File: config.mk
export PLATFORM = sky130hd
export DESIGN_NAME = aes128_round_ctrl
export DESIGN_NICKNAME = d
export VERILOG_FILES = /design/src/rtl/aes128_pkg.sv /design/src/rtl/aes128_rcon_gen.sv /design/src/rtl/aes128_round_ctrl.sv
export SDC_FILE = /design/constraint.sdc
export NUM_CORES = 1
export LEC_CHECK = 0
export ABC_AREA = 1
export BUFFER_PORTS_ARGS = -buffer_cell sky130_fd_sc_hd__buf_2
export CAP_MARGIN = 40
export CELL_PAD_IN_SITES_DETAIL_PLACEMENT = 0
export CELL_PAD_IN_SITES_GLOBAL_PLACEMENT = 1
export CORE_MARGIN = 5
export CORE_UTILIZATION = 46
export CTS_BUF_LIST = sky130_fd_sc_hd__clkbuf_8
export DETAILED_ROUTE_END_ITERATION = 10
export PLACE_DENSITY = 0.94
export SLEW_MARGIN = 15
export SYNTH_ARGS = -nofsm -noshare
export SYNTH_HDL_FRONTEND = slang
export SYNTH_SLANG_ARGS = --single-unit
File: constraint.sdc
create_clock -name clk -period 3.54 [get_ports clk]
set_clock_uncertainty 0.05 [all_clocks]
set_input_delay 0.177 -clock clk [delete_from_list [all_inputs] [get_ports clk]]
set_output_delay 0.177 -clock clk [all_outputs]
set_load 0.02 [all_outputs]
File: src/rtl/aes128_pkg.sv
// Shared types and constants for the AES-128 round controller.
// Holds the controller state encoding, round constants and the GF(2^8) xtime helper.
package aes128_pkg;

    typedef enum logic [2:0] {
        StIdle,
        StInit,
        StRound,
        StFinal,
        StDone
    } ctrl_state_t;

    localparam int unsigned NR = 10;
    localparam int unsigned NK = 4;

    localparam logic [7:0] RCON_INIT = 8'h01;
    localparam logic [7:0] RCON_POLY = 8'h1B;

    // Multiply by x in GF(2^8), reducing by the AES polynomial on carry-out.
    function automatic logic [7:0] xtime(input logic [7:0] b);
        return {b[6:0], 1'b0} ^ (b[7] ? RCON_POLY : 8'h00);
    endfunction

endpackage

File: src/rtl/aes128_rcon_gen.sv
// Registered round-constant generator for the AES-128 key schedule.
// clr has priority over load, and load has priority over step.
module aes128_rcon_gen
    import aes128_pkg::*;
(
    input  logic       clk,
    input  logic       rst_n,
    input  logic       clr,
    input  logic       load,
    input  logic       step,
    output logic [7:0] rcon
);

    always_ff @(posedge clk or negedge rst_n) begin
        if (!rst_n) begin
            rcon <= 8'h00;
        end else if (clr) begin
            rcon <= 8'h00;
        end else if (load) begin
            rcon <= RCON_INIT;
        end else if (step) begin
            rcon <= xtime(rcon);
        end
    end

endmodule

File: src/rtl/aes128_round_ctrl.sv
// Sequencer for the AES-128 round datapath: initial AddRoundKey, rounds 1-9, final round.
// All outputs are registered; each round lasts ROUND_LAT cycles.
module aes128_round_ctrl
    import aes128_pkg::*;
#(
    parameter int unsigned ROUND_LAT = 1
) (
    input  logic       clk,
    input  logic       rst_n,
    input  logic       start,
    input  logic       abort,
    output logic       busy,
    output logic       done,
    output logic [3:0] round,
    output logic [7:0] rcon,
    output logic       load_in,
    output logic       key_load,
    output logic       key_step,
    output logic       state_en,
    output logic       mix_en
);

    localparam logic [1:0] CntLast     = 2'(ROUND_LAT - 1);
    localparam logic       FirstIsLast = (ROUND_LAT == 1);

    ctrl_state_t state_q;
    logic [1:0]  cnt_q;
    logic        last_cyc;
    logic        next_last;
    logic        abort_hit;
    logic        rcon_clr;
    logic        rcon_load;
    logic        rcon_step;

    assign last_cyc  = (cnt_q == CntLast);
    assign next_last = ((cnt_q + 2'd1) == CntLast);
    assign abort_hit = abort && (state_q != StIdle);

    // RCON tracks the round register: loaded on entry to round 1, stepped on each round advance.
    assign rcon_clr  = abort_hit || (state_q == StDone);
    assign rcon_load = (state_q == StInit) && !abort;
    assign rcon_step = (state_q == StRound) && last_cyc && !abort;

    aes128_rcon_gen u_rcon_gen (
        .clk   (clk),
        .rst_n (rst_n),
        .clr   (rcon_clr),
        .load  (rcon_load),
        .step  (rcon_step),
        .rcon  (rcon)
    );

    always_ff @(posedge clk or negedge rst_n) begin
        if (!rst_n) begin
            state_q  <= StIdle;
            cnt_q    <= 2'd0;
            busy     <= 1'b0;
            done     <= 1'b0;
            round    <= 4'd0;
            load_in  <= 1'b0;
            key_load <= 1'b0;
            key_step <= 1'b0;
            state_en <= 1'b0;
            mix_en   <= 1'b0;
        end else begin
            load_in  <= 1'b0;
            key_load <= 1'b0;
            key_step <= 1'b0;
            state_en <= 1'b0;
            done     <= 1'b0;
            if (abort_hit) begin
                state_q <= StIdle;
                cnt_q   <= 2'd0;
                busy    <= 1'b0;
                round   <= 4'd0;
                mix_en  <= 1'b0;
            end else begin
                unique case (state_q)
                    StIdle: begin
                        if (start && !abort) begin
                            state_q  <= StInit;
                            busy     <= 1'b1;
                            load_in  <= 1'b1;
                            key_load <= 1'b1;
                            state_en <= 1'b1;
                        end
                    end
                    StInit: begin
                        state_q  <= StRound;
                        round    <= 4'd1;
                        cnt_q    <= 2'd0;
                        mix_en   <= 1'b1;
                        state_en <= FirstIsLast;
                        key_step <= FirstIsLast;
                    end
                    StRound, StFinal: begin
                        if (!last_cyc) begin
                            cnt_q    <= cnt_q + 2'd1;
                            state_en <= next_last;
                            key_step <= next_last;
                        end else if (state_q == StFinal) begin
                            state_q <= StDone;
                            cnt_q   <= 2'd0;
                            busy    <= 1'b0;
                            done    <= 1'b1;
                            mix_en  <= 1'b0;
                        end else begin
                            cnt_q    <= 2'd0;
                            round    <= round + 4'd1;
                            state_en <= FirstIsLast;
                            key_step <= FirstIsLast;
                            if (round == 4'(NR - 1)) begin
                                state_q <= StFinal;
                                mix_en  <= 1'b0;
                            end
                        end
                    end
                    StDone: begin
                        state_q <= StIdle;
                        round   <= 4'd0;
                    end
                    default: state_q <= StIdle;
                endcase
            end
        end
    end

endmodule

==> impl_metrics.json <==
{
  "synth_top_cell_area_share_pct": 45.86,
  "global_route.usage.total_pct": 13.72,
  "die_height_um": 62.23,
  "yosys.area.top_type": "sky130_fd_sc_hd__dfrtp_1",
  "yosys.area_share.simple_pct": 21.64,
  "cts.clk_slew.worst_paths_ns": 0.08,
  "cts.path.max_buffers": 2,
  "firstDrtPassIters": 4,
  "worst_slew_margin_relative_to_its_limit_pct": 65.95,
  "yosys-top-cells-count": "sky130_fd_sc_hd__dfrtp_1 (23), sky130_fd_sc_hd__inv_1 (23), sky130_fd_sc_hd__nand2_1 (20), sky130_fd_sc_hd__nor2_1 (10), sky130_fd_sc_hd__o22ai_2 (9)",
  "route.detailed.drc": 0,
  "synth.net_count": 142,
  "drt-total-wl_um": 2446,
  "synthesized_area_fraction_occupied_by_adder_cells_pct": 4.985,
  "layout_worst_path_cycle_share_pct": 49.95,
  "number_of_setup_violations_in_the_final_report": 0,
  "fin_area_um2": 1433,
  "yosys_warn_count": 0,
  "routed_wl_per_cell_um": 13.01,
  "n_antenna_cell": 0,
  "timing.hold.worst_path_depth": 5,
  "layout-drive-gt1-share_pct": 30.57,
  "final_core_utilization_pct": 53.33,
  "synth_edf_count": 0,
  "rsz0062_at_grt": "no",
  "timing.final.hold_violations": 0,
  "gp_congestion": 0.8992,
  "synth_area_in_compound_gates_pct": 14.16,
  "vdd_ir_drop_max_mv": 0.4989,
  "timing.critical_path.required_ns": 3.67,
  "cts_post_setup_buffers_inserted": 0,
  "core_area_um2": 2686,
  "placementRows": 19,
  "chipWidth_um": 62.23,
  "initial_utilization_pct": 46.72,
  "drtIter0Drc": 29,
  "clockRootBuffer": "sky130_fd_sc_hd__clkbuf_8",
  "grt_start_max_net_pins": 24,
  "cp_max_fo": 12,
  "clock_tree_from_tritoncts": "yes",
  "antenna_violations_before_repair": 0,
  "drv_slew": 0,
  "dpl_cell_area_um2": 1378,
  "areaGrowthSynthToFinish_pct": 14.16,
  "numCtsBuffers": 3,
  "final.setup.tns_ns": 0,
  "reg2regPathDepth": 6,
  "cap_viol_max_count": 0,
  "globalRouteOverflowTotal": 0,
  "synth-async-reset-ratio_pct": 100.0,
  "regToRegSetupSlack_ns": 1.77,
  "grt_pass1_vias": 937,
  "cts.sink_count": 23,
  "cts_repair_resize_count": 0,
  "clk_latency_ns": 0.27,
  "timing.final.crit_period_ns": 1.768,
  "p_leak_nw": 0.7479,
  "io_pins": 23,
  "avgViaCountPerCell": 5.021,
  "post_detailed_route_count_of_antenna_violating_nets": 0,
  "cp_data_arrival_time_ns": 1.90,
  "cts.hold.buffers_added": 1,
  "num-nets-final": 167,
  "dominant_combinational_cell_family_by_area_after_synthesis": "simple AND/OR/NAND/NOR gates",
  "dieArea_um2": 3873,
  "timing_worst_setup_path_type": "register to register",
  "postSynthCellCount": 133,
  "critical_path.startpoint_type": "register",
  "post_synth_num_cell_types": 24,
  "synth-main-ff-cell": "sky130_fd_sc_hd__dfrtp_1",
  "achievable-frequency_ghz": 0.5655,
  "reg2reg_to": "u_rcon_gen.rcon[1]$_DFFE_PN0P_",
  "rr_startpoint": "state_q[0]$_DFFE_PN0P_",
  "synth_area_um2": 1255,
  "timing.hold.worst.class": "input port to register",
  "timing_worst_slew_pin_value_ns": 0.5108,
  "timing.critical_path.to_type": "register",
  "hpwl_um": 1781,
  "synth-xor-area-share_pct": 3.490,
  "num_vias": 944,
  "synth-seq-area-share_pct": 45.86,
  "synth.avg_cell_area_um2": 9.436,
  "htree_levels": 1,
  "status": "finished clean",
  "mux_share_of_post_synthesis_cell_area_pct": 0,
  "hold_path.startpoint": "start",
  "post_synth_main_area_contributors": "sky130_fd_sc_hd__dfrtp_1 (46%), sky130_fd_sc_hd__o22ai_2 (9.0%), sky130_fd_sc_hd__inv_1 (6.9%)",
  "worst_hold_path.endpoint": "key_load$_DFF_PN0_",
  "port_buffers": 22,
  "yosys_register_bits": 23,
  "first_pass_grt_wire_length_um": 4333,
  "pwr_density_cell_nw_per_um2": 761.8
}
## area by class of cell
| cell class | instances | area [µm²] |
|---|---|---|
| Fill cell | 248 | 1254 |
| Sequential cell | 23 | 575.6 |
| Multi-Input combinational cell | 81 | 555.5 |
| Timing Repair Buffer | 23 | 120.1 |
| Inverter | 26 | 97.59 |
| Clock buffer | 3 | 41.29 |
| Tap cell | 31 | 38.79 |
| Clock inverter | 1 | 3.754 |
## placed cells by master (no fill, tap or decap)
| cell type | instances |
|---|---|
| sky130_fd_sc_hd__nand4_1 | 4 |
| sky130_fd_sc_hd__nand3_2 | 4 |
| sky130_fd_sc_hd__a21oi_1 | 2 |
| sky130_fd_sc_hd__inv_2 | 3 |
| sky130_fd_sc_hd__xor2_1 | 2 |
| sky130_fd_sc_hd__nand2_2 | 3 |
| sky130_fd_sc_hd__dfrtp_1 | 23 |
| sky130_fd_sc_hd__nor2_4 | 1 |
| sky130_fd_sc_hd__clkbuf_8 | 3 |
| sky130_fd_sc_hd__inv_1 | 24 |
| sky130_fd_sc_hd__nand3b_1 | 1 |
| sky130_fd_sc_hd__xnor2_1 | 3 |
| sky130_fd_sc_hd__nand2_1 | 20 |
| sky130_fd_sc_hd__ha_1 | 5 |
| sky130_fd_sc_hd__nor2_1 | 10 |
| sky130_fd_sc_hd__buf_2 | 22 |
| sky130_fd_sc_hd__nor3_2 | 1 |
| sky130_fd_sc_hd__o22ai_2 | 9 |
| sky130_fd_sc_hd__dlygate4sd3_1 | 1 |
| sky130_fd_sc_hd__nand3_1 | 7 |
| sky130_fd_sc_hd__nand2_4 | 1 |
| sky130_fd_sc_hd__o211ai_1 | 1 |
| sky130_fd_sc_hd__o21ai_4 | 1 |
| sky130_fd_sc_hd__a31oi_1 | 1 |
| sky130_fd_sc_hd__o21ai_0 | 5 |
## worst max path at each step
stage / to / cells after the start / start / slack (ns)
after CTS: u_rcon_gen.rcon[1]$_DFFE_PN0P_ / 6 / state_q[0]$_DFFE_PN0P_ / 1.78
after floorplan: round[0]$_DFFE_PN0P_ / 7 / state_q[1]$_DFFE_PN0P_ / 2.19
after global placement: u_rcon_gen.rcon[0]$_DFFE_PN0P_ / 7 / state_q[0]$_DFFE_PN0P_ / 1.89
final: u_rcon_gen.rcon[1]$_DFFE_PN0P_ / 6 / state_q[0]$_DFFE_PN0P_ / 1.77
after global routing: u_rcon_gen.rcon[1]$_DFFE_PN0P_ / 6 / state_q[0]$_DFFE_PN0P_ / 1.64
after detailed placement: u_rcon_gen.rcon[1]$_DFFE_PN0P_ / 6 / state_q[0]$_DFFE_PN0P_ / 1.80
## per-layer routing
metal	global-route usage, %	up-vias	share of wire [%]
met3	2.703	5	3.7
met4	7.317	0	2.3
li1	-	480	-
met2	21.50	14	46
met1	17.65	445	47
met5	0	-	0
## through the flow
| step | std cells | setup WS (ns) | power [mW] | hold WS (ns) |
|---|---|---|---|---|
| after floorplan | 133 | 2.194 | 0.8275 | -0.1686 |
| after global routing | 188 | 1.643 | 1.180 | 0.1647 |
| after global placement | 183 | 1.895 | 0.9150 | 0.1249 |
| after detailed placement | 183 | 1.802 | 0.9280 | 0.1393 |
| final | 188 | 1.772 | 1.091 | 0.1558 |
| after CTS | 188 | 1.778 | 1.097 | 0.1534 |
## worst max-delay path, cell delays in order, from the launching register on
cell and delay [ns]:
sky130_fd_sc_hd__dfrtp_1 0.48, sky130_fd_sc_hd__nor2_1 0.11, sky130_fd_sc_hd__nand3_2 0.11, sky130_fd_sc_hd__inv_2 0.05, sky130_fd_sc_hd__nand2_2 0.24, sky130_fd_sc_hd__nand3_2 0.36
sky130_fd_sc_hd__o21ai_0 0.28
## registers in the layout (all words and copies together), names as in the netlist
signal,cells
busy,1
cnt_q,2
done,1
key_load,1
key_step,1
mix_en,1
round,4
state_en,1
state_q,3
u_rcon_gen.rcon,8
## where the power goes
group,switching [mW],internal [mW]
clock network,0.0856,0.0777
logic,0.368,0.179
registers,0.0603,0.321
## logic make-up (layout without fill, tap and decap cells)
kind of cell	after synthesis	count (layout)
AO/OA/AOI/OAI	19	19
AND/OR/NAND/NOR	52	52
XOR/XNOR	5	5
flip-flops	23	23
buffers and inverters	29	53
adder cells (fa/ha/maj)	5	5
No activity file was read; power rests on OpenSTA's default activity.
